===== config.mk =====
export PLATFORM = sky130hd
export DESIGN_NAME = systolic_ctrl
export DESIGN_NICKNAME = d
export VERILOG_FILES = /design/src/rtl/systolic_ctrl.sv
export SDC_FILE = /design/constraint.sdc
export NUM_CORES = 2
export LEC_CHECK = 0
export CELL_PAD_IN_SITES_DETAIL_PLACEMENT = 0
export CELL_PAD_IN_SITES_GLOBAL_PLACEMENT = 1
export CORE_MARGIN = 2
export CORE_UTILIZATION = 50
export CTS_BUF_LIST = sky130_fd_sc_hd__clkbuf_4
export CTS_CLUSTER_DIAMETER = 40
export DETAILED_ROUTE_END_ITERATION = 10
export PLACE_DENSITY_LB_ADDON = 0.1
export SLEW_MARGIN = 20
export SYNTH_ARGS = -nofsm -noshare
export SYNTH_HDL_FRONTEND = slang
export SYNTH_SLANG_ARGS = --single-unit

===== constraint.sdc =====
create_clock -name clk -period 12.8 [get_ports clk]
set_clock_uncertainty 0.1 [all_clocks]
set_input_delay 1.92 -clock clk [delete_from_list [all_inputs] [get_ports clk]]
set_output_delay 1.92 -clock clk [all_outputs]
set_load 0.01 [all_outputs]

===== src/rtl/systolic_ctrl.sv =====
// -----------------------------------------------------------------------------
// systolic_ctrl
//   Sequencer for an N x N weight-stationary systolic array. The host fills a
//   weight buffer W and an activation buffer A; each accepted start pulse runs
//   one C = A x W job:
//     LOAD_W  (N cycles)           W rows shifted down the array columns,
//                                  last row first
//     SWITCH  (1 cycle)            arr_switch moves shadow weights to active
//     STREAM  (2N-1+OUT_LAT cyc)   skewed A rows fed in, column outputs
//                                  deskewed into the C buffer
//     DONE    (1 cycle)            done pulse, C valid
//
// Optional feature (macro SYSTOLIC_CTRL_RELOAD_SKIP_EN):
//   tracks whether W changed since the last weight load (w_dirty). A job
//   started with clean weights goes IDLE -> STREAM directly, skipping
//   LOAD_W and SWITCH.
//
// Ports
//   clk, rst          clock; asynchronous active-high reset
//   wr_en/wr_sel      host write strobe; 0 = W buffer, 1 = A buffer
//   wr_row/wr_data    row index and row data (word j at [j*DW +: DW])
//   wr_err            one-cycle pulse after a write attempted while busy
//   start             job request, only honoured in IDLE
//   busy, done        job in progress; one-cycle completion pulse
//   rd_en/rd_row      result read request
//   rd_valid/rd_data  registered result row, one cycle after rd_en
//   arr_a, arr_b      row activation inputs / column weight inputs of array
//   arr_switch        weight switch strobe to array
//   arr_out           column outputs from array
// -----------------------------------------------------------------------------
module systolic_ctrl #(
  parameter int N       = 4,
  parameter int DW      = 32,
  parameter int OUT_LAT = 4
) (
  input  logic            clk,
  input  logic            rst,
  input  logic            wr_en,
  input  logic            wr_sel,
  input  logic [1:0]      wr_row,
  input  logic [N*DW-1:0] wr_data,
  output logic            wr_err,
  input  logic            start,
  output logic            busy,
  output logic            done,
  input  logic            rd_en,
  input  logic [1:0]      rd_row,
  output logic            rd_valid,
  output logic [N*DW-1:0] rd_data,
  output logic [N*DW-1:0] arr_a,
  output logic [N*DW-1:0] arr_b,
  output logic            arr_switch,
  input  logic [N*DW-1:0] arr_out
);

  localparam int STREAM_LEN = 2*N - 1 + OUT_LAT;
  localparam int CW         = $clog2(STREAM_LEN);
  localparam logic [CW-1:0] LOAD_LAST   = CW'(N - 1);
  localparam logic [CW-1:0] STREAM_LAST = CW'(STREAM_LEN - 1);

  typedef enum logic [2:0] {
    S_IDLE,
    S_LOAD_W,
    S_SWITCH,
    S_STREAM,
    S_DONE
  } state_e;

  state_e          state_q, state_d;
  logic [CW-1:0]   cnt_q, cnt_d;

  logic [DW-1:0]   w_buf_q [N][N];
  logic [DW-1:0]   w_buf_d [N][N];
  logic [DW-1:0]   a_buf_q [N][N];
  logic [DW-1:0]   a_buf_d [N][N];
  logic [DW-1:0]   c_buf_q [N][N];
  logic [DW-1:0]   c_buf_d [N][N];

  logic            wr_err_q, wr_err_d;
  logic            rd_valid_q, rd_valid_d;
  logic [N*DW-1:0] rd_data_q, rd_data_d;

  logic            idle;
  logic            w_write;
  logic            a_write;
  logic            need_load;

  // Host writes land only while idle; a write in the start cycle still
  // completes, so the job sees the new data.
  assign idle    = (state_q == S_IDLE);
  assign w_write = wr_en & ~wr_sel & idle;
  assign a_write = wr_en &  wr_sel & idle;

`ifdef SYSTOLIC_CTRL_RELOAD_SKIP_EN
  logic w_dirty_q, w_dirty_d;

  always_comb begin
    w_dirty_d = w_dirty_q;
    if (state_q == S_SWITCH) w_dirty_d = 1'b0;
    if (w_write)             w_dirty_d = 1'b1;
  end

  // Reset leaves the array contents unknown to us, so force a reload.
  always_ff @(posedge clk or posedge rst) begin
    if (rst) w_dirty_q <= 1'b1;
    else     w_dirty_q <= w_dirty_d;
  end

  // A W write in the same cycle as start must also force the reload.
  assign need_load = w_dirty_q | w_write;
`else
  assign need_load = 1'b1;
`endif

  // Next-state logic and state-decoded control outputs
  always_comb begin
    state_d    = state_q;
    cnt_d      = cnt_q;
    busy       = 1'b1;
    done       = 1'b0;
    arr_switch = 1'b0;
    case (state_q)
      S_IDLE: begin
        busy  = 1'b0;
        cnt_d = '0;
        if (start) state_d = need_load ? S_LOAD_W : S_STREAM;
      end
      S_LOAD_W: begin
        cnt_d = cnt_q + 1'b1;
        if (cnt_q == LOAD_LAST) begin
          state_d = S_SWITCH;
          cnt_d   = '0;
        end
      end
      S_SWITCH: begin
        arr_switch = 1'b1;
        cnt_d      = '0;
        state_d    = S_STREAM;
      end
      S_STREAM: begin
        cnt_d = cnt_q + 1'b1;
        if (cnt_q == STREAM_LAST) begin
          state_d = S_DONE;
          cnt_d   = '0;
        end
      end
      S_DONE: begin
        done    = 1'b1;
        state_d = S_IDLE;
      end
      default: begin
        busy    = 1'b0;
        state_d = S_IDLE;
      end
    endcase
  end

  // Array drive: weights go last row first so row i ends up holding W[i];
  // activations are skewed so row i lags row i-1 by one cycle.
  always_comb begin
    arr_a = '0;
    arr_b = '0;
    if (state_q == S_LOAD_W) begin
      for (int r = 0; r < N; r++)
        if (int'(cnt_q) == N - 1 - r)
          for (int j = 0; j < N; j++) arr_b[j*DW +: DW] = w_buf_q[r][j];
    end
    if (state_q == S_STREAM) begin
      for (int i = 0; i < N; i++)
        for (int r = 0; r < N; r++)
          if (int'(cnt_q) == r + i) arr_a[i*DW +: DW] = a_buf_q[r][i];
    end
  end

  // Buffer updates: host writes and deskewed result capture.
  // Column j of result row r emerges OUT_LAT cycles after A[r][0] entered,
  // plus the j-cycle skew across the array.
  always_comb begin
    w_buf_d = w_buf_q;
    a_buf_d = a_buf_q;
    c_buf_d = c_buf_q;
    for (int r = 0; r < N; r++) begin
      if (int'(wr_row) == r) begin
        for (int j = 0; j < N; j++) begin
          if (w_write) w_buf_d[r][j] = wr_data[j*DW +: DW];
          if (a_write) a_buf_d[r][j] = wr_data[j*DW +: DW];
        end
      end
    end
    if (state_q == S_STREAM) begin
      for (int r = 0; r < N; r++)
        for (int j = 0; j < N; j++)
          if (int'(cnt_q) == r + j + OUT_LAT) c_buf_d[r][j] = arr_out[j*DW +: DW];
    end
  end

  // Host-side status and read port
  always_comb begin
    wr_err_d   = wr_en & ~idle;
    rd_valid_d = rd_en;
    rd_data_d  = rd_data_q;
    if (rd_en) begin
      for (int r = 0; r < N; r++)
        if (int'(rd_row) == r)
          for (int j = 0; j < N; j++) rd_data_d[j*DW +: DW] = c_buf_q[r][j];
    end
  end

  // Control registers
  always_ff @(posedge clk or posedge rst) begin
    if (rst) begin
      state_q    <= S_IDLE;
      cnt_q      <= '0;
      wr_err_q   <= 1'b0;
      rd_valid_q <= 1'b0;
      rd_data_q  <= '0;
    end else begin
      state_q    <= state_d;
      cnt_q      <= cnt_d;
      wr_err_q   <= wr_err_d;
      rd_valid_q <= rd_valid_d;
      rd_data_q  <= rd_data_d;
    end
  end

  // Buffers keep their contents across reset
  always_ff @(posedge clk) begin
    w_buf_q <= w_buf_d;
    a_buf_q <= a_buf_d;
    c_buf_q <= c_buf_d;
  end

  assign wr_err   = wr_err_q;
  assign rd_valid = rd_valid_q;
  assign rd_data  = rd_data_q;

endmodule


==> results.json <==
{
  "dr.pass1.iters": 5,
  "seq_power_share_pct": 42.2,
  "fin_area_um2": 78100,
  "yosysUniqueCellTypes": 49,
  "die_area_um2": 132000,
  "synth_edf_count": 1536,
  "drc": 0,
  "critPathLaunchType": "flip-flop",
  "synth_compound_area_share_pct": 8.68,
  "synth-xor-area-share_pct": 0.0136,
  "htreeDepth": 5,
  "grt_max_degree": 184,
  "clk_pin_slew_ps": 70,
  "synth_top_family_by_area": "compound AO/OA/AOI/OAI gates",
  "cts.repair.resized": 0,
  "switching_share_pct": 31.2,
  "path_cells": "inv_1 -> ha_4 -> or3b_4 -> buf_4 -> o221a_1 -> clkdlybuf4s50_1",
  "powerDensity_nw_per_um2": 189,
  "drv_slew": 0,
  "cts_buffer_depth": 4,
  "hold_viol": 0,
  "avgRoutedWirePerCell_um": 26.5,
  "muxShareOfSynthArea_pct": 6.69,
  "status": "completed",
  "postSynthAreaPerCell_um2": 17.6,
  "fp.dieW_um": 364,
  "die-height_um": 364,
  "power.switching_mw": 4.61,
  "post_cts_buffers": 0,
  "wl_met3_um": 16100,
  "drive_gt1_share_pct": 23.3,
  "highest_layer": "met5",
  "fin_tns_setup_ps": 0,
  "track_usage_pct": 25.9,
  "holdBufCountCts": 0,
  "routed-via-count": 37800,
  "worstSetupPathType": "reg -> out",
  "layout.area.seq_um2": 49600,
  "maxCapViolations": 0,
  "ys_seq_elements": 1673,
  "synthArstFlopShare_pct": 8.19,
  "cp-end-kind": "output pin",
  "syn_inst": 3671,
  "cp_data_arrival_time_ps": 5460,
  "cpLargestDelayFamily": "buffers and inverters",
  "num_rows": 131,
  "slew-limit-headroom_pct": 20.4,
  "drt-met1-wl_um": 69700,
  "fmax_ghz": 0.134,
  "portBuffers": 654,
  "numCtsBuffers": 444,
  "grt_antenna_before_repair": 40,
  "seq_area_frac_synth_pct": 76.7,
  "period_needed_ps": 7480,
  "routed_via_density": 5.78,
  "syn_nets": 3941,
  "multi_input_area_um2": 13700,
  "place.gp.congestion": 0.768,
  "hpwl_um": 97600,
  "critical_path.max_fanout": 68,
  "p_comb_share_pct": 27.4,
  "worstSkewPairLatency_ps": 1290,
  "post-place-cells": 5771,
  "coreArea_um2": 128000,
  "critPathMaxStageDelay_ps": 1050,
  "numClockSinks": 1673,
  "dominantRegCellSynth": "edfxtp_1",
  "dp_slack_ps": 6550,
  "cts-root-buf": "clkbuf_4",
  "routed_wl_um": 173000,
  "worst_pin_slew_ps": 1190,
  "clkPwrFrac_pct": 30.4,
  "p_leak_nw": 25.6,
  "hold_class": "reg -> reg",
  "grt_pass1_vias": 37700,
  "drt_iter0_markers": 3420,
  "place_area_um2": 72600,
  "layoutNonFillerInstCount": 6545,
  "setup_viol": 0,
  "rsz0062_at_grt": "no",
  "cts_tree": "done",
  "area_delta_synth_final_pct": 20.8,
  "synth_area_um2": 64600,
  "synth-simple-area-share_pct": 5.51,
  "pin_count": 655,
  "cp.required_ps": 10780,
  "fillerInstances": 9684,
  "wl_met2_um": 82600,
  "cpMaxStageDelayCell": "or3b_4",
  "antenna_left": 0,
  "cp_num_buf_inv": 3,
  "synth_adder_area_share_pct": 0.0774,
  "p_int_mw": 10.1,
  "timing.hold.ws_ps": 403,
  "yosysWarningCount": 0,
  "fin_nets": 4825,
  "worst_slack_ps": 5320,
  "grt_pass1_wl_um": 251000,
  "vdd_drop_max_mv": 0.170,
  "fin_crit_sh_pct": 58.4,
  "initial_core_util_pct": 50.5,
  "grt_overflow": 0
}
[placed cells by master, fill, tap and decap left out, types with 5 or more instances in the layout]
cell type and count:
a21oi_1 386, a221oi_1 32, a32o_1 63, buf_4 61
clkbuf_4 692, clkdlybuf4s50_1 651, clkinv_1 50, dfrtp_1 136
diode_2 25, edfxtp_1 1536, inv_1 37, inv_2 6
mux2_2 128, mux4_2 128, nand2_1 167, nand2b_1 34
nand3b_1 164, nor2_1 195, nor2_4 7, nor2b_1 34
o21ai_0 5, o221a_1 123, o221a_2 37, o2bb2ai_1 63
o32ai_1 28, or2_2 31
[sequential cells by signal, summed over array words and instances, names as in the netlist]
signal / cells
c_buf_q: 512
w_buf_q: 512
state_q: 3
a_buf_q: 512
wr_err: 1
rd_valid: 1
cnt_q: 4
rd_data: 128
[path summary, 6_finish.rpt]
check / from / to / slack [ps] / depth (start not counted)
max in group asynchronous: rst / cnt_q[3] / 9500 / 4
worst max-delay path: cnt_q[0] / arr_b[102] / 5320 / 6
worst max register to register: state_q[2] / w_buf_q[158] / 7830 / 5
worst min-delay path: rd_data[92] / rd_data[92] / 400 / 1
worst min register to register: rd_data[92] / rd_data[92] / 400 / 1
min in group asynchronous: rst / rd_data[119] / 910 / 2
[power groups by stage]
stage	registers [mW]	logic, mW	clock network (mW)
after floorplan	6.35	2.25	0
after global placement	6.33	4.06	0
after detailed placement	6.33	4.07	0
after CTS	6.22	4.09	4.60
after global routing	6.23	4.33	4.87
final	6.22	4.05	4.47
[area by class of cell]
class                      instances  area share (%)
clock inverter                    57           0.280
antenna                           25          0.0801
clock buffer                     692            6.65
multi-input combinational       1678            17.6
timing repair buffer             719            9.10
inverter                          39           0.194
tap                             1662            2.66
sequential                      1673            63.5
[routing by layer]
layer	global-route usage [%]	vias to the layer above
met2	40.4	1492
met3	8.73	318
met4	9.54	46
met1	33.9	19300
li1	-	16700
met5	0	-
[worst reg2reg max path, stage by stage, from the launching register on]
cell      delay (ps)
dfrtp_1          580
nor3_1           740
nand3b_1         480
nor2_4           920
buf_4            910
buf_4            850
[Yosys cell counts, drive strengths merged (39+ instances only)]
| master | count | area (um2) |
|---|---|---|
| buf | 144 | 858 |
| a32o | 63 | 631 |
| dfrtp | 137 | 3430 |
| nand3b | 165 | 1250 |
| a21oi | 387 | 1940 |
| mux2 | 128 | 1440 |
| edfxtp | 1536 | 46100 |
| mux4 | 128 | 2880 |
| o221a | 160 | 1800 |
| inv | 39 | 146 |
| o2bb2ai | 63 | 552 |
| nand2 | 167 | 627 |
| nor2 | 203 | 762 |
| clkbuf | 137 | 515 |
[cells by family (layout without fill, tap and decap cells)]
| logic type | Yosys count | after routing |
|---|---|---|
| multiplexers | 256 | 256 |
| AO/OA/AOI/OAI | 751 | 751 |
| buffers and inverters | 320 | 1507 |
| flip-flops | 1673 | 1673 |
| XOR/XNOR | 1 | 1 |
| other | 0 | 25 |
| adder cells (fa/ha/maj) | 4 | 4 |
| AND/OR/NAND/NOR | 666 | 666 |
[through the flow]
step | util, % | power (mW)
2_1_floorplan | - | 8.60
3_3_place_gp | 56.8 | 10.4
3_5_place_dp | 56.8 | 10.4
4_1_cts | 61.0 | 14.9
5_1_grt | 61.1 | 15.4
6_report | 61.1 | 14.7
No activity file was read; power rests on OpenSTA's default activity.
